File: config.mk
export PLATFORM = sky130hd
export DESIGN_NAME = mem_port_arbiter
export DESIGN_NICKNAME = d
export VERILOG_FILES = /design/src/rtl/mem_port_arbiter_pkg.sv /design/src/rtl/mem_port_arbiter_be_merge.sv /design/src/rtl/mem_port_arbiter.sv
export SDC_FILE = /design/constraint.sdc
export NUM_CORES = 1
export LEC_CHECK = 0
export ABC_CLOCK_PERIOD_IN_PS = 4650
export CORE_ASPECT_RATIO = 0.75
export CORE_UTILIZATION = 48
export CTS_CLUSTER_SIZE = 14
export DETAILED_ROUTE_END_ITERATION = 7
export PLACE_DENSITY = 0.95
export REMOVE_ABC_BUFFERS = 1
export SETUP_SLACK_MARGIN = 0.4
export SLEW_MARGIN = 20
export SYNTH_ARGS = -nofsm -noshare
export SYNTH_HDL_FRONTEND = slang
export SYNTH_HIERARCHICAL = 1
export SYNTH_SLANG_ARGS = --single-unit
export TNS_END_PERCENT = 50
File: constraint.sdc
create_clock -name clock -period 4.65 [get_ports clock]
set_clock_uncertainty 0.05 [all_clocks]
set_input_delay 0.93 -clock clock [delete_from_list [all_inputs] [get_ports clock]]
set_output_delay 0.93 -clock clock [all_outputs]
set_load 0.05 [all_outputs]
File: src/rtl/mem_port_arbiter_pkg.sv
// Shared definitions for the two-port RAM arbiter: FSM states and port identifiers.
package mem_port_arbiter_pkg;

  typedef enum logic {
    ST_IDLE   = 1'b0,
    ST_RMW_WR = 1'b1
  } state_e;

  localparam logic PORT_IF = 1'b0;
  localparam logic PORT_LS = 1'b1;

endpackage

File: src/rtl/mem_port_arbiter_be_merge.sv
// Per-byte merge of new store data over an old word under byte enables.
module be_merge #(
  parameter int WIDTH = 32
) (
  input  logic [WIDTH-1:0]   old_i,
  input  logic [WIDTH-1:0]   new_i,
  input  logic [WIDTH/8-1:0] be_i,
  output logic [WIDTH-1:0]   merged_o
);

  localparam int NBE = WIDTH / 8;

  for (genvar b = 0; b < NBE; b++) begin : g_byte
    assign merged_o[8*b +: 8] = be_i[b] ? new_i[8*b +: 8] : old_i[8*b +: 8];
  end

endmodule

File: src/rtl/mem_port_arbiter.sv
// Round-robin arbiter sharing one single-port RAM between instruction fetch and the LSU;
// sub-word stores run as a two-cycle read-modify-write.
module mem_port_arbiter
  import mem_port_arbiter_pkg::*;
#(
  parameter int WIDTH = 32,
  parameter int DEPTH = 1024,
  localparam int ADDR_W = $clog2(DEPTH),
  localparam int NBE    = WIDTH / 8
) (
  input  logic              clock,
  input  logic              reset,
  input  logic              if_valid,
  input  logic [ADDR_W-1:0] if_addr,
  output logic              if_ready,
  output logic              if_rvalid,
  output logic [WIDTH-1:0]  if_rdata,
  input  logic              ls_valid,
  input  logic              ls_we,
  input  logic [ADDR_W-1:0] ls_addr,
  input  logic [WIDTH-1:0]  ls_wdata,
  input  logic [NBE-1:0]    ls_be,
  output logic              ls_ready,
  output logic              ls_rvalid,
  output logic [WIDTH-1:0]  ls_rdata,
  output logic              ram_write_ena,
  output logic [ADDR_W-1:0] ram_addr,
  output logic [WIDTH-1:0]  ram_wdata,
  input  logic [WIDTH-1:0]  ram_rdata
);

  state_e              state_q, state_d;
  logic                last_grant_q, last_grant_d;
  logic [WIDTH-1:0]    merged_q, merged_d;
  logic [ADDR_W-1:0]   addr_q, addr_d;
  logic                if_rvalid_q, if_rvalid_d;
  logic [WIDTH-1:0]    if_rdata_q, if_rdata_d;
  logic                ls_rvalid_q, ls_rvalid_d;
  logic [WIDTH-1:0]    ls_rdata_q, ls_rdata_d;
  logic [WIDTH-1:0]    merged_w;
  logic                grant_ls;
  logic                we_raw;

  be_merge #(.WIDTH(WIDTH)) u_be_merge (
    .old_i    (ram_rdata),
    .new_i    (ls_wdata),
    .be_i     (ls_be),
    .merged_o (merged_w)
  );

  // LSU wins when alone, or on a tie when fetch was granted last.
  assign grant_ls = ls_valid && (!if_valid || (last_grant_q == PORT_IF));

  always_comb begin
    state_d      = state_q;
    last_grant_d = last_grant_q;
    merged_d     = merged_q;
    addr_d       = addr_q;
    if_rvalid_d  = 1'b0;
    if_rdata_d   = if_rdata_q;
    ls_rvalid_d  = 1'b0;
    ls_rdata_d   = ls_rdata_q;
    if_ready     = 1'b0;
    ls_ready     = 1'b0;
    we_raw       = 1'b0;
    ram_addr     = if_addr;
    ram_wdata    = ls_wdata;

    case (state_q)
      ST_IDLE: begin
        if (!reset) begin
          if (grant_ls) begin
            last_grant_d = PORT_LS;
            ram_addr     = ls_addr;
            if (!ls_we) begin
              ls_ready    = 1'b1;
              ls_rvalid_d = 1'b1;
              ls_rdata_d  = ram_rdata;
            end else if (ls_be == {NBE{1'b1}}) begin
              ls_ready = 1'b1;
              we_raw   = 1'b1;
            end else if (ls_be == '0) begin
              ls_ready = 1'b1;
            end else begin
              merged_d = merged_w;
              addr_d   = ls_addr;
              state_d  = ST_RMW_WR;
            end
          end else if (if_valid) begin
            last_grant_d = PORT_IF;
            if_ready     = 1'b1;
            if_rvalid_d  = 1'b1;
            if_rdata_d   = ram_rdata;
          end
        end
      end
      ST_RMW_WR: begin
        ram_addr  = addr_q;
        ram_wdata = merged_q;
        we_raw    = 1'b1;
        ls_ready  = !reset;
        state_d   = ST_IDLE;
      end
      default: state_d = ST_IDLE;
    endcase
  end

  // Gate the write combinationally so a reset in the write cycle drops the store.
  assign ram_write_ena = we_raw && !reset;

  always_ff @(posedge clock) begin
    if (reset) begin
      state_q      <= ST_IDLE;
      last_grant_q <= PORT_LS;
      merged_q     <= '0;
      addr_q       <= '0;
      if_rvalid_q  <= 1'b0;
      if_rdata_q   <= '0;
      ls_rvalid_q  <= 1'b0;
      ls_rdata_q   <= '0;
    end else begin
      state_q      <= state_d;
      last_grant_q <= last_grant_d;
      merged_q     <= merged_d;
      addr_q       <= addr_d;
      if_rvalid_q  <= if_rvalid_d;
      if_rdata_q   <= if_rdata_d;
      ls_rvalid_q  <= ls_rvalid_d;
      ls_rdata_q   <= ls_rdata_d;
    end
  end

  assign if_rvalid = if_rvalid_q;
  assign if_rdata  = if_rdata_q;
  assign ls_rvalid = ls_rvalid_q;
  assign ls_rdata  = ls_rdata_q;

endmodule

# ---- After elaboration in Yosys (flattened, before gate mapping)
# Index checks and enable logic that the tools add are counted.
dict set report word_totals {
  register_bits 110
  latch_bits 0
  ram_bits 0
  rom_bits 0
  inputBits 93
  output_inout_bits 111
  wordCells 59
  n_memories 0
}
dict set report classes {
  n_addsub 0
  mul 0
  n_div 0
  order_cmp 0
  n_eq_ne 1
  shift 0
  n_mux 31
  bitwise_logic 6
  n_reduce_logical 13
}
# op count
set ops {}
lappend ops {{two-way mux 32 bit} 1}
lappend ops {{two-way mux 8 bit} 4}
lappend ops {{two-way mux 1 bit} 20}
lappend ops {{two-way mux 10 bit} 2}
lappend ops {{case mux 10 bit (2 select lines)} 1}
lappend ops {{inverter 1 bit} 6}
lappend ops {{case mux 1 bit (2 select lines)} 3}
lappend ops {{AND reduction 3 bit} 2}
lappend ops {{AND reduction 5 bit} 1}
lappend ops {{== test 4 bit, second input constant} 1}
lappend ops {{zero test 4 bit} 1}
lappend ops {{OR reduction 3 bit} 1}
lappend ops {{logical AND 1 bit} 2}
lappend ops {{zero test 1 bit} 2}
lappend ops {{AND reduction 2 bit} 1}
lappend ops {{nonzero test 2 bit} 1}
lappend ops {{OR reduction 2 bit} 1}
lappend ops {{logical OR 1 bit} 1}

# ---- Logic depth before layout (Yosys ltp)
dict set report depth {
  depth_word 7
  ltp_mapped 6
  depth_no_buf 4
}

# ---- By module
# Netlist, hierarchy kept.
# mod instances cells_each area_each_um2 seq_area_each_um2
set by_module_without_submodules {}
lappend by_module_without_submodules {mem_port_arbiter 1 556 4890.9 2202.1}
lappend by_module_without_submodules {be_merge 1 36 525.5 0.0}

# ---- Worst setup path after synthesis
# No wires, ideal clock.
dict set report synth_path {
  path_kind {input to output}
  start {in ls_valid}
  end {out ram_addr[0]}
  arrival_ps 2346
  t_required_ps 3670
  slack_ps 1324
  cell_stages 5
  path_buffers 1
  cell_sequence {a21bo_2 nor2_1 buf_4 mux2i_1 o21ai_1}
}
dict set report synth_between {
  elab_chain_cells 4
}
# element line_no
set synth_rtl {}
lappend synth_rtl {{start: declaration} mem_port_arbiter.sv:18} ;# input logic ls_valid,
lappend synth_rtl {{logical AND 1 bit} mem_port_arbiter.sv:52} ;# assign grant_ls = ls_valid && (!if_valid || (last_grant_q == PORT_IF));
lappend synth_rtl {{two-way mux 10 bit} mem_port_arbiter.sv:72} ;# if (grant_ls) begin
lappend synth_rtl {{two-way mux 10 bit} mem_port_arbiter.sv:71} ;# if (!reset) begin
lappend synth_rtl {{case mux 10 bit (2 select lines)} mem_port_arbiter.sv:69} ;# case (state_q)
lappend synth_rtl {{end: declaration} mem_port_arbiter.sv:27} ;# output logic [ADDR_W-1:0] ram_addr,
# No other way between the ends.

# ---- Worst setup path after layout
dict set report layout_path {
  start {in ls_be[0]}
  end {out ls_ready}
}
dict set report layout_between {
  elab_chain_cells 7
  elab_cells_between_ends 8
  classes_between {eq/ne (1); mux (6); reduce/logical (1)}
}
# element line_no
set layout_rtl {}
lappend layout_rtl {{start: declaration} mem_port_arbiter.sv:22} ;# input logic [NBE-1:0] ls_be,
lappend layout_rtl {{zero test 4 bit} mem_port_arbiter.sv:82} ;# end else if (ls_be == '0) begin
lappend layout_rtl {{two-way mux 1 bit} mem_port_arbiter.sv:82}
lappend layout_rtl {{two-way mux 1 bit (*)} mem_port_arbiter.sv:79} ;# end else if (ls_be == {NBE{1'b1}}) begin
lappend layout_rtl {{two-way mux 1 bit (*)} mem_port_arbiter.sv:75} ;# if (!ls_we) begin
lappend layout_rtl {{two-way mux 1 bit (*)} mem_port_arbiter.sv:72}
lappend layout_rtl {{two-way mux 1 bit (*)} mem_port_arbiter.sv:71}
lappend layout_rtl {{case mux 1 bit (2 select lines) (*)} mem_port_arbiter.sv:69}
lappend layout_rtl {{end: declaration} mem_port_arbiter.sv:23} ;# output logic ls_ready,
# Mark *: on every way between the ends. The rest lies on a longest branch, timed or not.

==> summary.md <==
| Metric | Value |
|---|---|
| Status | `complete, no violations` |
| Crit path time final | `roughly 3800 ps` |
| Final Non-Filler Cells | `around 920` |
| Clock Path Buffers | `2` |
| RSZ-0062 raised after global routing | `false` |
| CP Launch Type | `input port` |
| Routability Congestion | `slightly above 0.8` |
| Commonest cells post-synth | `140 x nand2_1, 110 x dfxtp_1, 86 x nand2b_1` |
| Core area | `about 11000 um^2` |
| Worst min-delay path category | `flip-flop to flip-flop` |
| Setup crit start | `ls_be[0]` |
| Combinational share of power | `around 27%` |
| Routed via count | `4893` |
| Post-synth top flop | `dfxtp_1` |
| Netlist cell types | `27` |
| DP Worst Slack | `between 900 and 1000 ps` |
| H-Tree Depth | `3` |
| Iter 0 DRT Violations | `roughly 220` |
| Area leader, netlist | `dfxtp_1` |
| Pleak | `approximately 0.0029 uW` |
| Routed wire length | `~16000 um` |
| Post-CTS Resized | `0` |
| Root Buffer | `clkbuf_16` |
| Layout overhead on the synthesized area | `45.7%` |
| Nets | `between 800 and 900` |
| EDFF count, synth | `0` |
| DP Cell Count | `about 900` |
| Worst r2r path cells | `4` |
| # setup viols final | `0` |
| Number of buffers added on ports | `203` |
| Drt pass-1 iters | `4` |
| Io pins | `roughly 200` |
| Cts bufs inserted | `9` |
| Number of setup buffers added after CTS | `0` |
| Setup Crit Path Kind | `input port to output pin` |
| Maximum clock frequency | `around 270 MHz` |
| Hold Slack | `about 410 ps` |
| Final Slew Violations | `0` |
| Number of global-route vias before repair | `4887` |
| VDD IR max | `about 0.19 mV` |
| GRT overflow | `0` |
| Filler instances | `742` |
| Final hold violation count | `0` |
| Reg2Reg Launch Point | `state_q` |
| Top-count cell post-synth | `nand2_1` |
| Clk pin slew, worst setup/hold paths | `~70 ps` |
| Sequential share of power | `about two fifths` |
| Fraction of layout cells with a size suffix above 1 | `10.3%` |
| GRT Util Overall | `between 20% and 30%` |
| Synth top area share | `between 40% and 50%` |
| Worst-Skew Late Latency | `340 ps` |
| Dominant cells by area after synthesis | `dfxtp_1 41%, nand2b_1 9.9%, nand2_1 9.7%, mux2i_1 9.6%, mux2_4 8.9%` |
| Clock share of power | `approximately a third` |
| Synthesized cell area | `5420 um^2` |
| N_diodes | `0` |
| Die area | `11700 um^2` |
| Sequential fraction of the synthesis area | `between 40% and 50%` |
| Total net switching power | `around 750 uW` |
| First-pass GRT wire length | `between 20000 and 30000 um` |
| Hold-fix buffers at CTS | `0` |
| Worst setup path end | `ls_ready` |
| Post-DP HPWL | `11400 um` |
| FP Rows | `33` |
| Post-Synthesis Cells | `592` |
| Synthesized flop and latch total | `110` |
| Die W | `approximately 120 um` |
| R2R Setup Slk | `2340 ps` |
| Largest net degree at the start of global routing | `between 80 and 90` |
| FF-to-FF End | `ls_rdata[14]` |
| Placed inst area | `~7600 um^2` |
| CTS tree | `built` |
| Required @ worst endpoint | `around 3700 ps` |
| Crit-path max FO | `6` |
| Warnings, synthesis | `6` |
| Finished Cell Area | `7890 um^2` |
| Async set-reset flop share out of synthesis | `0%` |
| Via density per instance | `5.34` |
| P_int | `~1700 uW` |
| Final WS setup | `~880 ps` |
| Final period util | `approximately 81%` |
| Critical Path AT | `2790 ps` |
| Sw frac | `30.1%` |
| Starting Density | `roughly half` |
| # DRC | `0` |
| Initial antenna violation count | `0` |
| Power per cell area | `317 nW/um^2` |
| Die Span Y | `roughly 94 um` |
| Synth Area per Inst | `roughly 9.1 um^2` |
| Rel. slew slack | `between 40% and 50%` |
| Worst Hold Path Cells | `2` |
| Setup TNS | `0 ps` |
| Max Cap Viol | `0` |
| DR WL/cell | `~17 um` |
| CTS Sinks | `110` |
| Pin slew with the least headroom to its limit | `about 900 ps` |
| Post-route ant nets | `0` |
| Crit. End Element | `output pin` |
## how the worst min path moves through the flow
stage | from | to | slack [ps]
2_1_floorplan | merged_q[0] | merged_q[0] | 400
3_3_place_gp | ls_rdata[25] | ls_rdata[25] | 390
3_5_place_dp | ls_rdata[31] | ls_rdata[31] | 400
4_1_cts | ls_rdata[27] | ls_rdata[27] | 410
5_1_grt | if_rdata[23] | if_rdata[23] | 420
6_report | ls_rdata[27] | ls_rdata[27] | 410
## placed cells by master (no fill, tap or decap), drive strengths merged
master	n
dfxtp	110
clkbuf	11
mux2i	52
nand3	2
a221o	1
nand4	1
nor3	3
nor2b	1
mux2	64
nor2	5
clkdlybuf4s50	190
nand2	140
or4	1
or3	1
clkinv	1
buf	26
a21bo	1
nand2b	86
a21oi	64
inv	1
nor4	1
o21ai	12
bufinv	2
clkinvlp	1
## cell families (layout without fill, tap and decap cells)
family	after synthesis	count (layout)	synth area share [%]
compound gates	78	78	7.39
flops	110	110	40.7
simple gates	241	241	21.7
buf+inv	47	232	5.08
mux	116	116	25.1
## flip-flops by register name, indices dropped and copies added, names as in the netlist
name,count
if_rdata,32
ls_rdata,32
state_q,1
merged_q,32
if_rvalid,1
ls_rvalid,1
addr_q,10
last_grant_q,1
## critical path, stage by stage
cell,delay (ps)
clkdlybuf4s50_1,620
or4_4,610
nand3_4,120
nand2_1,70
o21ai_1,240
buf_12,190
## stage by stage
stage,power (uW),util (%)
floorplan,1410,-
global placement,1700,69.3
detailed placement,1720,69.3
CTS,2520,72.1
global route,2600,72.1
finish,2500,72.1
## area by class of cell
| type | count | area (um^2) | share of cell area, % |
|---|---|---|---|
| Sequential cell | 110 | 2210 | 28.0 |
| Multi-Input combinational cell | 435 | 2950 | 37.4 |
| Tap cell | 140 | 175 | 2.22 |
| Timing Repair Buffer | 216 | 2250 | 28.5 |
| Inverter | 1 | 3.75 | 0.0476 |
| Clock inverter | 4 | 72.6 | 0.920 |
| Clock buffer | 11 | 233 | 2.95 |
## per-layer routing
layer  GRT usage [%]  routed length [um]  up-vias
li1                -                   -     2321
met1            32.6                6680     2325
met2            47.7                7590      221
met3            7.86                1390       26
met4            7.23                 260        0
met5               0                   0        -
## power groups by stage
stage / clock, uW / combinational [uW] / sequential, uW
4_1_cts: 814 / 681 / 1020
2_1_floorplan: 0 / 273 / 1140
3_5_place_dp: 0 / 678 / 1040
6_report: 801 / 681 / 1020
3_3_place_gp: 0 / 663 / 1040
5_1_grt: 859 / 713 / 1030
Power figures use the tool's default switching activity.
